**config.mk**
```make
export PLATFORM = sky130hd
export DESIGN_NAME = lorenz_stepper_flat
export DESIGN_NICKNAME = d
export VERILOG_FILES = /design/src/rtl/lorenz_pkg.sv /design/src/rtl/lorenz_stepper_if.sv /design/src/rtl/lorenz_fxmul.sv /design/src/rtl/lorenz_stepper.sv /design/src/flat_wrapper.sv
export SDC_FILE = /design/constraint.sdc
export NUM_CORES = 2
export LEC_CHECK = 0
export CAP_MARGIN = 20
export CORE_MARGIN = 4
export CORE_UTILIZATION = 35
export CTS_BUF_LIST = sky130_fd_sc_hd__clkbuf_8
export DETAILED_ROUTE_END_ITERATION = 12
export DONT_BUFFER_PORTS = 1
export GPL_TIMING_DRIVEN = 0
export PLACE_DENSITY = 0.62
export REMOVE_ABC_BUFFERS = 1
export SYNTH_ARGS = -nofsm -noshare
export SYNTH_HDL_FRONTEND = slang
export SYNTH_SLANG_ARGS = --single-unit
export TNS_END_PERCENT = 10
```
**constraint.sdc**
```tcl
create_clock -name clk -period 10.9 [get_ports clk]
set_clock_uncertainty 0.15 [all_clocks]
set_input_delay 2.18 -clock clk [delete_from_list [all_inputs] [get_ports clk]]
set_output_delay 2.18 -clock clk [all_outputs]
set_load 0.02 [all_outputs]
```
**src/rtl/lorenz_pkg.sv**
```systemverilog
// ============================================================================
// Module : lorenz_pkg
// Brief  : Shared constants, Q7.25 coefficient presets and FSM states for the
//          Lorenz stepper.
// Rev    : 1.0  initial release
// ============================================================================
`default_nettype none

package lorenz_pkg;

    localparam int DEF_W    = 32;
    localparam int DEF_FRAC = 25;

    // Q7.25 presets for the classic attractor (sigma=10, rho=28, beta=8/3)
    localparam logic [DEF_W-1:0] ONE      = 32'h0200_0000;
    localparam logic [DEF_W-1:0] SIGMA_10 = 32'h1400_0000;
    localparam logic [DEF_W-1:0] RHO_28   = 32'h3800_0000;
    localparam logic [DEF_W-1:0] BETA_8_3 = 32'h0555_5555;

    typedef enum logic [2:0] {
        ST_IDLE = 3'd0,
        ST_M0   = 3'd1,
        ST_M1   = 3'd2,
        ST_M2   = 3'd3,
        ST_M3   = 3'd4,
        ST_UPD  = 3'd5,
        ST_HOLD = 3'd6
    } state_t;

endpackage

`default_nettype wire

```
**src/rtl/lorenz_stepper_if.sv**
```systemverilog
// ============================================================================
// Module : lorenz_stepper_if
// Brief  : Command, coefficient and sample-stream bundle of the Lorenz stepper.
//          master = the stepper, slave = the controller/consumer side.
// Rev    : 1.0  initial release
// ============================================================================
`default_nettype none

interface lorenz_stepper_if #(
    parameter int W     = 32,
    parameter int CNT_W = 16
);
    logic             load;
    logic [W-1:0]     x0;
    logic [W-1:0]     y0;
    logic [W-1:0]     z0;
    logic [W-1:0]     sigma;
    logic [W-1:0]     rho;
    logic [W-1:0]     beta;
    logic             run;
    logic             out_valid;
    logic             out_ready;
    logic [W-1:0]     x;
    logic [W-1:0]     y;
    logic [W-1:0]     z;
    logic [CNT_W-1:0] step_cnt;
    logic             busy;

    modport master (
        input  load, x0, y0, z0, sigma, rho, beta, run, out_ready,
        output out_valid, x, y, z, step_cnt, busy
    );

    modport slave (
        output load, x0, y0, z0, sigma, rho, beta, run, out_ready,
        input  out_valid, x, y, z, step_cnt, busy
    );

endinterface

`default_nettype wire

```
**src/rtl/lorenz_fxmul.sv**
```systemverilog
// ============================================================================
// Module : lorenz_fxmul
// Brief  : Combinational signed fixed-point multiplier; full product shifted
//          right by FRAC (floor) and truncated to OUTW bits.
// Rev    : 1.0  initial release
// ============================================================================
`default_nettype none

module lorenz_fxmul #(
    parameter int OPW  = 33,
    parameter int FRAC = 25,
    parameter int OUTW = 35
) (
    input  logic signed [OPW-1:0]  a,
    input  logic signed [OPW-1:0]  b,
    output logic signed [OUTW-1:0] p
);

    logic signed [2*OPW-1:0] w_full;
    logic signed [2*OPW-1:0] w_shift;
    logic                    w_unused;

    assign w_full   = a * b;
    assign w_shift  = w_full >>> FRAC;
    assign p        = w_shift[OUTW-1:0];
    // The discarded high bits only matter for results far outside the accumulator range.
    assign w_unused = ^w_shift;

endmodule

`default_nettype wire

```
**src/rtl/lorenz_stepper.sv**
```systemverilog
// ============================================================================
// Module : lorenz_stepper
// Brief  : Forward-Euler Lorenz integrator with one time-shared multiplier,
//          loadable state, step counter and valid/ready sample output.
// Build  : define LORENZ_SAT_EN to saturate committed x/y/z instead of wrapping.
// Rev    : 1.0  initial release
// ============================================================================
`default_nettype none

module lorenz_stepper
    import lorenz_pkg::*;
#(
    parameter int W        = DEF_W,
    parameter int FRAC     = DEF_FRAC,
    parameter int DT_SHIFT = 8,
    parameter int CNT_W    = 16
) (
    input  logic             clk,
    input  logic             rst_n,
    lorenz_stepper_if.master bus
);

    localparam int OPW = W + 1;
    localparam int SW  = W + 3;

    state_t               r_state;
    logic signed [W-1:0]  r_x;
    logic signed [W-1:0]  r_y;
    logic signed [W-1:0]  r_z;
    logic signed [W-1:0]  r_sigma;
    logic signed [W-1:0]  r_rho;
    logic signed [W-1:0]  r_beta;
    logic signed [SW-1:0] r_p0;
    logic signed [SW-1:0] r_p1;
    logic signed [SW-1:0] r_p2;
    logic signed [SW-1:0] r_p3;
    logic [CNT_W-1:0]     r_cnt;
    logic                 r_valid;
    logic                 r_busy;

    logic signed [OPW-1:0] w_xe;
    logic signed [OPW-1:0] w_ye;
    logic signed [OPW-1:0] w_ze;
    logic signed [OPW-1:0] w_diff_yx;
    logic signed [OPW-1:0] w_diff_rz;
    logic signed [OPW-1:0] w_xs;
    logic signed [OPW-1:0] w_ys;
    logic signed [OPW-1:0] w_zs;
    logic signed [OPW-1:0] w_ma;
    logic signed [OPW-1:0] w_mb;
    logic signed [SW-1:0]  w_prod;
    logic signed [SW-1:0]  w_x_sum;
    logic signed [SW-1:0]  w_y_sum;
    logic signed [SW-1:0]  w_z_sum;
    logic signed [W-1:0]   w_x_new;
    logic signed [W-1:0]   w_y_new;
    logic signed [W-1:0]   w_z_new;
    logic                  w_unused;

    assign w_xe      = OPW'(r_x);
    assign w_ye      = OPW'(r_y);
    assign w_ze      = OPW'(r_z);
    assign w_diff_yx = w_ye - w_xe;
    assign w_diff_rz = OPW'(r_rho) - w_ze;
    assign w_xs      = w_xe >>> DT_SHIFT;
    assign w_ys      = w_ye >>> DT_SHIFT;
    assign w_zs      = w_ze >>> DT_SHIFT;

    always_comb begin
        w_ma = '0;
        w_mb = '0;
        case (r_state)
            ST_M0: begin
                w_ma = OPW'(r_sigma);
                w_mb = w_diff_yx >>> DT_SHIFT;
            end
            ST_M1: begin
                w_ma = w_xs;
                w_mb = w_diff_rz;
            end
            ST_M2: begin
                w_ma = w_xs;
                w_mb = w_ye;
            end
            ST_M3: begin
                w_ma = w_zs;
                w_mb = OPW'(r_beta);
            end
            default: begin
                w_ma = '0;
                w_mb = '0;
            end
        endcase
    end

    lorenz_fxmul #(
        .OPW  (OPW),
        .FRAC (FRAC),
        .OUTW (SW)
    ) u_fxmul (
        .a (w_ma),
        .b (w_mb),
        .p (w_prod)
    );

    assign w_x_sum = SW'(r_x) + r_p0;
    assign w_y_sum = SW'(r_y) + r_p1 - SW'(w_ys);
    assign w_z_sum = SW'(r_z) + r_p2 - r_p3;

`ifdef LORENZ_SAT_EN
    localparam logic [W-1:0] SAT_MAX = {1'b0, {(W-1){1'b1}}};
    localparam logic [W-1:0] SAT_MIN = {1'b1, {(W-1){1'b0}}};

    // In range exactly when every bit above the W-bit sign agrees with it.
    function automatic logic [W-1:0] fit_w(input logic [SW-1:0] v);
        logic [W-1:0] res;
        if ((v[SW-1:W-1] == '0) || (v[SW-1:W-1] == '1)) begin
            res = v[W-1:0];
        end else if (v[SW-1]) begin
            res = SAT_MIN;
        end else begin
            res = SAT_MAX;
        end
        return res;
    endfunction

    assign w_x_new = fit_w(w_x_sum);
    assign w_y_new = fit_w(w_y_sum);
    assign w_z_new = fit_w(w_z_sum);
`else
    assign w_x_new = w_x_sum[W-1:0];
    assign w_y_new = w_y_sum[W-1:0];
    assign w_z_new = w_z_sum[W-1:0];
`endif

    assign w_unused = ^{w_x_sum, w_y_sum, w_z_sum};

    // Coefficients are latched on the edge into M0 so every product of a step sees one set.
    always_ff @(posedge clk or negedge rst_n) begin
        if (!rst_n) begin
            r_state <= ST_IDLE;
            r_x     <= '0;
            r_y     <= '0;
            r_z     <= '0;
            r_sigma <= '0;
            r_rho   <= '0;
            r_beta  <= '0;
            r_p0    <= '0;
            r_p1    <= '0;
            r_p2    <= '0;
            r_p3    <= '0;
            r_cnt   <= '0;
            r_valid <= 1'b0;
            r_busy  <= 1'b0;
        end else if (bus.load) begin
            r_state <= ST_IDLE;
            r_x     <= bus.x0;
            r_y     <= bus.y0;
            r_z     <= bus.z0;
            r_cnt   <= '0;
            r_valid <= 1'b0;
            r_busy  <= 1'b0;
        end else begin
            case (r_state)
                ST_IDLE: begin
                    if (bus.run) begin
                        r_state <= ST_M0;
                        r_busy  <= 1'b1;
                        r_sigma <= bus.sigma;
                        r_rho   <= bus.rho;
                        r_beta  <= bus.beta;
                    end
                end
                ST_M0: begin
                    r_p0    <= w_prod;
                    r_state <= ST_M1;
                end
                ST_M1: begin
                    r_p1    <= w_prod;
                    r_state <= ST_M2;
                end
                ST_M2: begin
                    r_p2    <= w_prod;
                    r_state <= ST_M3;
                end
                ST_M3: begin
                    r_p3    <= w_prod;
                    r_state <= ST_UPD;
                end
                ST_UPD: begin
                    r_x     <= w_x_new;
                    r_y     <= w_y_new;
                    r_z     <= w_z_new;
                    r_cnt   <= r_cnt + CNT_W'(1);
                    r_valid <= 1'b1;
                    r_state <= ST_HOLD;
                end
                ST_HOLD: begin
                    if (bus.out_ready) begin
                        r_valid <= 1'b0;
                        if (bus.run) begin
                            r_state <= ST_M0;
                            r_sigma <= bus.sigma;
                            r_rho   <= bus.rho;
                            r_beta  <= bus.beta;
                        end else begin
                            r_state <= ST_IDLE;
                            r_busy  <= 1'b0;
                        end
                    end
                end
                default: begin
                    r_state <= ST_IDLE;
                    r_valid <= 1'b0;
                    r_busy  <= 1'b0;
                end
            endcase
        end
    end

    assign bus.x         = r_x;
    assign bus.y         = r_y;
    assign bus.z         = r_z;
    assign bus.step_cnt  = r_cnt;
    assign bus.out_valid = r_valid;
    assign bus.busy      = r_busy;

endmodule

`default_nettype wire

```
**src/flat_wrapper.sv**
```systemverilog
// flat-port wrapper written by rule: the top's interface ports become plain ports
module lorenz_stepper_flat import lorenz_pkg::*;
#(
    parameter int W        = DEF_W,
    parameter int FRAC     = DEF_FRAC,
    parameter int DT_SHIFT = 8,
    parameter int CNT_W    = 16
)
  (clk, rst_n, bus_load, bus_x0, bus_y0, bus_z0, bus_sigma, bus_rho, bus_beta, bus_run, bus_out_ready, bus_out_valid, bus_x, bus_y, bus_z, bus_step_cnt, bus_busy);
  lorenz_stepper_if #(.W(W), .CNT_W(CNT_W)) bus_i ();
  input  logic clk;
  input  logic rst_n;
  input wire logic [$bits(bus_i.load)-1:0] bus_load;
  input wire logic [$bits(bus_i.x0)-1:0] bus_x0;
  input wire logic [$bits(bus_i.y0)-1:0] bus_y0;
  input wire logic [$bits(bus_i.z0)-1:0] bus_z0;
  input wire logic [$bits(bus_i.sigma)-1:0] bus_sigma;
  input wire logic [$bits(bus_i.rho)-1:0] bus_rho;
  input wire logic [$bits(bus_i.beta)-1:0] bus_beta;
  input wire logic [$bits(bus_i.run)-1:0] bus_run;
  input wire logic [$bits(bus_i.out_ready)-1:0] bus_out_ready;
  output wire logic [$bits(bus_i.out_valid)-1:0] bus_out_valid;
  output wire logic [$bits(bus_i.x)-1:0] bus_x;
  output wire logic [$bits(bus_i.y)-1:0] bus_y;
  output wire logic [$bits(bus_i.z)-1:0] bus_z;
  output wire logic [$bits(bus_i.step_cnt)-1:0] bus_step_cnt;
  output wire logic [$bits(bus_i.busy)-1:0] bus_busy;
  assign bus_i.load = bus_load;
  assign bus_i.x0 = bus_x0;
  assign bus_i.y0 = bus_y0;
  assign bus_i.z0 = bus_z0;
  assign bus_i.sigma = bus_sigma;
  assign bus_i.rho = bus_rho;
  assign bus_i.beta = bus_beta;
  assign bus_i.run = bus_run;
  assign bus_i.out_ready = bus_out_ready;
  assign bus_out_valid = bus_i.out_valid;
  assign bus_x = bus_i.x;
  assign bus_y = bus_i.y;
  assign bus_z = bus_i.z;
  assign bus_step_cnt = bus_i.step_cnt;
  assign bus_busy = bus_i.busy;
  lorenz_stepper #(.W(W), .FRAC(FRAC), .DT_SHIFT(DT_SHIFT), .CNT_W(CNT_W)) u_core (.clk(clk), .rst_n(rst_n), .bus(bus_i));
endmodule
```
==> impl_results.md <==
* Initial drt markers at 4445
* RSZ-0062 raised after global routing: yes
* P_leak at 30.78 nW
* Final hold viol count at 0
* Part of the power in combinational logic at 0.853
* GRT Overall Usage at 0.2411
* I/O Pins at 311
* Final non-filler cell total at 8715
* Num CTS Buffers at 55
* Failing checks: negative setup slack
* Syn Inst Count at 6526
* Sequential share of the synthesized area at 0.1486
* Yosys warnings at 0
* Total grt overflow at 0
* Switch Pwr at 0.01274 W
* Post-DP HPWL at 159900 microns
* WL per Instance at 23.73 microns
* Busiest grt layer: met2
* Htree depth at 2
* Slew headroom at 0.1250
* IR drop worst, VDD at 0.6495 mV
* HP Class: register to register
* WS Path Type: register to register
* CTS Hold Buffers Added at 0
* First-pass GRT wire length at 309600 microns
* Starting density of the core at 0.3524
* Layout Utilization at 0.4012
* Area leader, netlist: fa_1
* Nets@finish at 8116
* Clock slew seen by the registers of the worst setup and hold paths at 0.07 ns
* Place WS at -2.632 ns
* Least-Margin Pin Slew at 1.313 ns
* CORE AREA at 163000 sq um
* Post-synthesis cell area at 57430 sq um
* Reg power frac at 0.091
* Die width at 413.1 microns
* Top cells by count, synth: inv_1 (1326), nand2_1 (1189), fa_1 (1078), ha_1 (352), dfrtp_1 (341)
* Port bufs at 0
* # clock sinks at 341
* Status: finished, violations left
* Max Clk Rate at 89.76 MHz
* ANT nets after route at 0
* Power per cell area at 345.6 nW/um^2
* Final period util at 1.022
* Worst-Skew Late Latency at 0.74 ns
* Minimum clock period at 11.14 ns
* Residual DRC at 0
* Post-synthesis async set-or-reset flop share at 1.000
* Post-synth EDFFs at 0
* Predominant post-synthesis flop cell: dfrtp_1
* CP max FO at 5
* Final WL at 206800 microns
* Most frequently used cell type in the post-synthesis netlist: inv_1
* Avg Cell Area, Syn at 8.800 sq um
* Area grow syn2layout at 13.84%
* Final setup violation count at 36
* CTS root buf: clkbuf_8
* Clock tree buffer depth at 3
* CP Launch Type: register
* Dominant cells by area after synthesis: fa_1 (38%), dfrtp_1 (15%), inv_1 (8.7%)
* Share of cells above drive strength 1 at 0.1275
* Met3 usage at 0.07650
* Largest net degree at the start of global routing at 342
* Die Y at 413.1 microns
* Die ar. at 170600 sq um
* Crit path largest cell delay at 0.61 ns
* Worst EP arrival at 11.65 ns
* Internal Power at 0.009856 W
* Vias in the first global route at 48990
* Via density at 5.401
* Num rows at 148
* Met1 usage at 0.3048
* Clock power share at 0.056
* Hold Slack at 0.3275 ns
* Final total power at 0.02259 W
* FF-to-FF setup slack at -0.24 ns
* Inst Count DP at 8456
* Routability Congestion at 0.9858
* Max-slew violation count at 0
* Initial DRT Pass Iterations at 6
* Synth unique cells at 89
* Crit path max-delay cell type: fa_2
* CP endpoint kind: register
* Initial antenna violation count at 18
* TritonCTS clock tree: built
* Max_cap viols at 0
* FF+latch count, synth at 341
* Sw frac at 0.5638
* Post-route setup slack at -0.2413 ns
* Vias at 47070
* Crit path required time at 11.41 ns
* Post-synth top area share at 0.3758
* Met2 Resource Use GR at 0.3781
## registers in the layout (all words and copies together), names as in the netlist
name / cells
u_core.r_p1: 32
u_core.bus.z: 32
u_core.bus.x: 32
u_core.r_state: 3
u_core.bus.y: 32
u_core.bus.step_cnt: 16
u_core.r_rho: 32
u_core.r_p2: 32
u_core.r_beta: 32
u_core.bus.out_valid: 1
u_core.r_sigma: 32
u_core.bus.busy: 1
u_core.r_p0: 32
u_core.r_p3: 32
## what timing repair did
item,CTS,global route
pin swaps,119,96
endpoints found under the setup margin,128,116
gates cloned,9,2
resized for setup,297,170
setup buffers,97,45
## kinds of logic after synthesis
group / share of synthesized area
xor gates and xnor gates: 0.02856
buffers and inverters: 0.1077
AOI/OAI and AO/OA: 0.1046
muxes: 0.02379
DFF: 0.1486
adders and majority gates: 0.4525
and+or+nand+nor: 0.1343
## cell usage in the layout, fill, tap and decap left out, types with 25 or more instances in the layout
master / Yosys / final
buf_4: 2 / 118
nand2b_1: 48 / 37
nand3_1: 48 / 41
inv_2: 0 / 25
dfrtp_1: 341 / 282
nor2b_1: 44 / 39
fa_2: 0 / 42
a21o_1: 111 / 94
a21oi_1: 267 / 241
ha_4: 0 / 34
nor2_1: 275 / 264
buf_12: 0 / 50
xnor2_1: 111 / 97
fa_1: 1078 / 1036
ha_1: 352 / 307
a22oi_1: 38 / 35
clkbuf_8: 0 / 68
inv_1: 1326 / 1310
o21ai_4: 0 / 25
nor3_1: 34 / 31
and2_1: 78 / 74
mux2_2: 108 / 108
dfrtp_2: 0 / 48
o21ai_1: 63 / 44
xor2_1: 70 / 55
nand2_1: 1189 / 1171
o21ai_0: 287 / 267
## critical path: cells and delay by family (launching register included)
kind / cells / cell delay [ns]
XOR/XNOR: 1 / 0.14
buffers and inverters: 10 / 0.91
flip-flops: 1 / 0.59
AND/OR/NAND/NOR: 6 / 1.17
AO/OA/AOI/OAI: 18 / 3.46
adder cells (fa/ha/maj): 10 / 4.65
## cell type report
| type | count | area (sq um) |
|---|---|---|
| inverter | 1326 | 4991 |
| tap | 2175 | 2721 |
| timing repair buffer | 216 | 2884 |
| clock buffer | 68 | 935.9 |
| multi-input combinational | 4549 | 44920 |
| antenna | 9 | 22.52 |
| fill | 16050 | 97580 |
| sequential | 341 | 8635 |
| clock inverter | 31 | 264.0 |
## power by group through the flow
| stage | Combinational [W] | Clock [W] | Sequential, W |
|---|---|---|---|
| floorplan | 0.00965 | 0 | 0.00186 |
| global placement | 0.0148 | 0 | 0.00205 |
| detailed placement | 0.0152 | 0 | 0.00206 |
| CTS | 0.0177 | 0.00128 | 0.00204 |
| global route | 0.0206 | 0.00134 | 0.00209 |
| finish | 0.0193 | 0.00126 | 0.00206 |
## stage by stage
step / instance area [sq um] / setup TNS [ns]
2_1_floorplan: 56220 / -5.945
3_3_place_gp: 58940 / -781.64
3_5_place_dp: 60780 / -209.45
4_1_cts: 64250 / -0.09764
5_1_grt: 65370 / -19.35
6_report: 65370 / -5.038
## worst paths after layout
check,startpoint,to,cells past startpoint
worst max-delay path,u_core.bus.y[13],u_core.r_p0[28],45
worst min-delay path,u_core.r_p2[27],u_core.r_p2[27],2
worst max register to register,u_core.bus.y[13],u_core.r_p0[28],45
worst min register to register,u_core.r_p2[27],u_core.r_p2[27],2
max in group asynchronous,rst_n,u_core.r_state[0],0
min in group asynchronous,rst_n,u_core.bus.step_cnt[2],0
## per-layer routing
metal / up-vias / wire (microns)
li1: 20010 / -
met1: 24050 / 79720
met2: 2392 / 93090
met3: 603 / 22670
met4: 16 / 11110
met5: - / 195
Note: power is estimated with default switching activity, not from simulation.
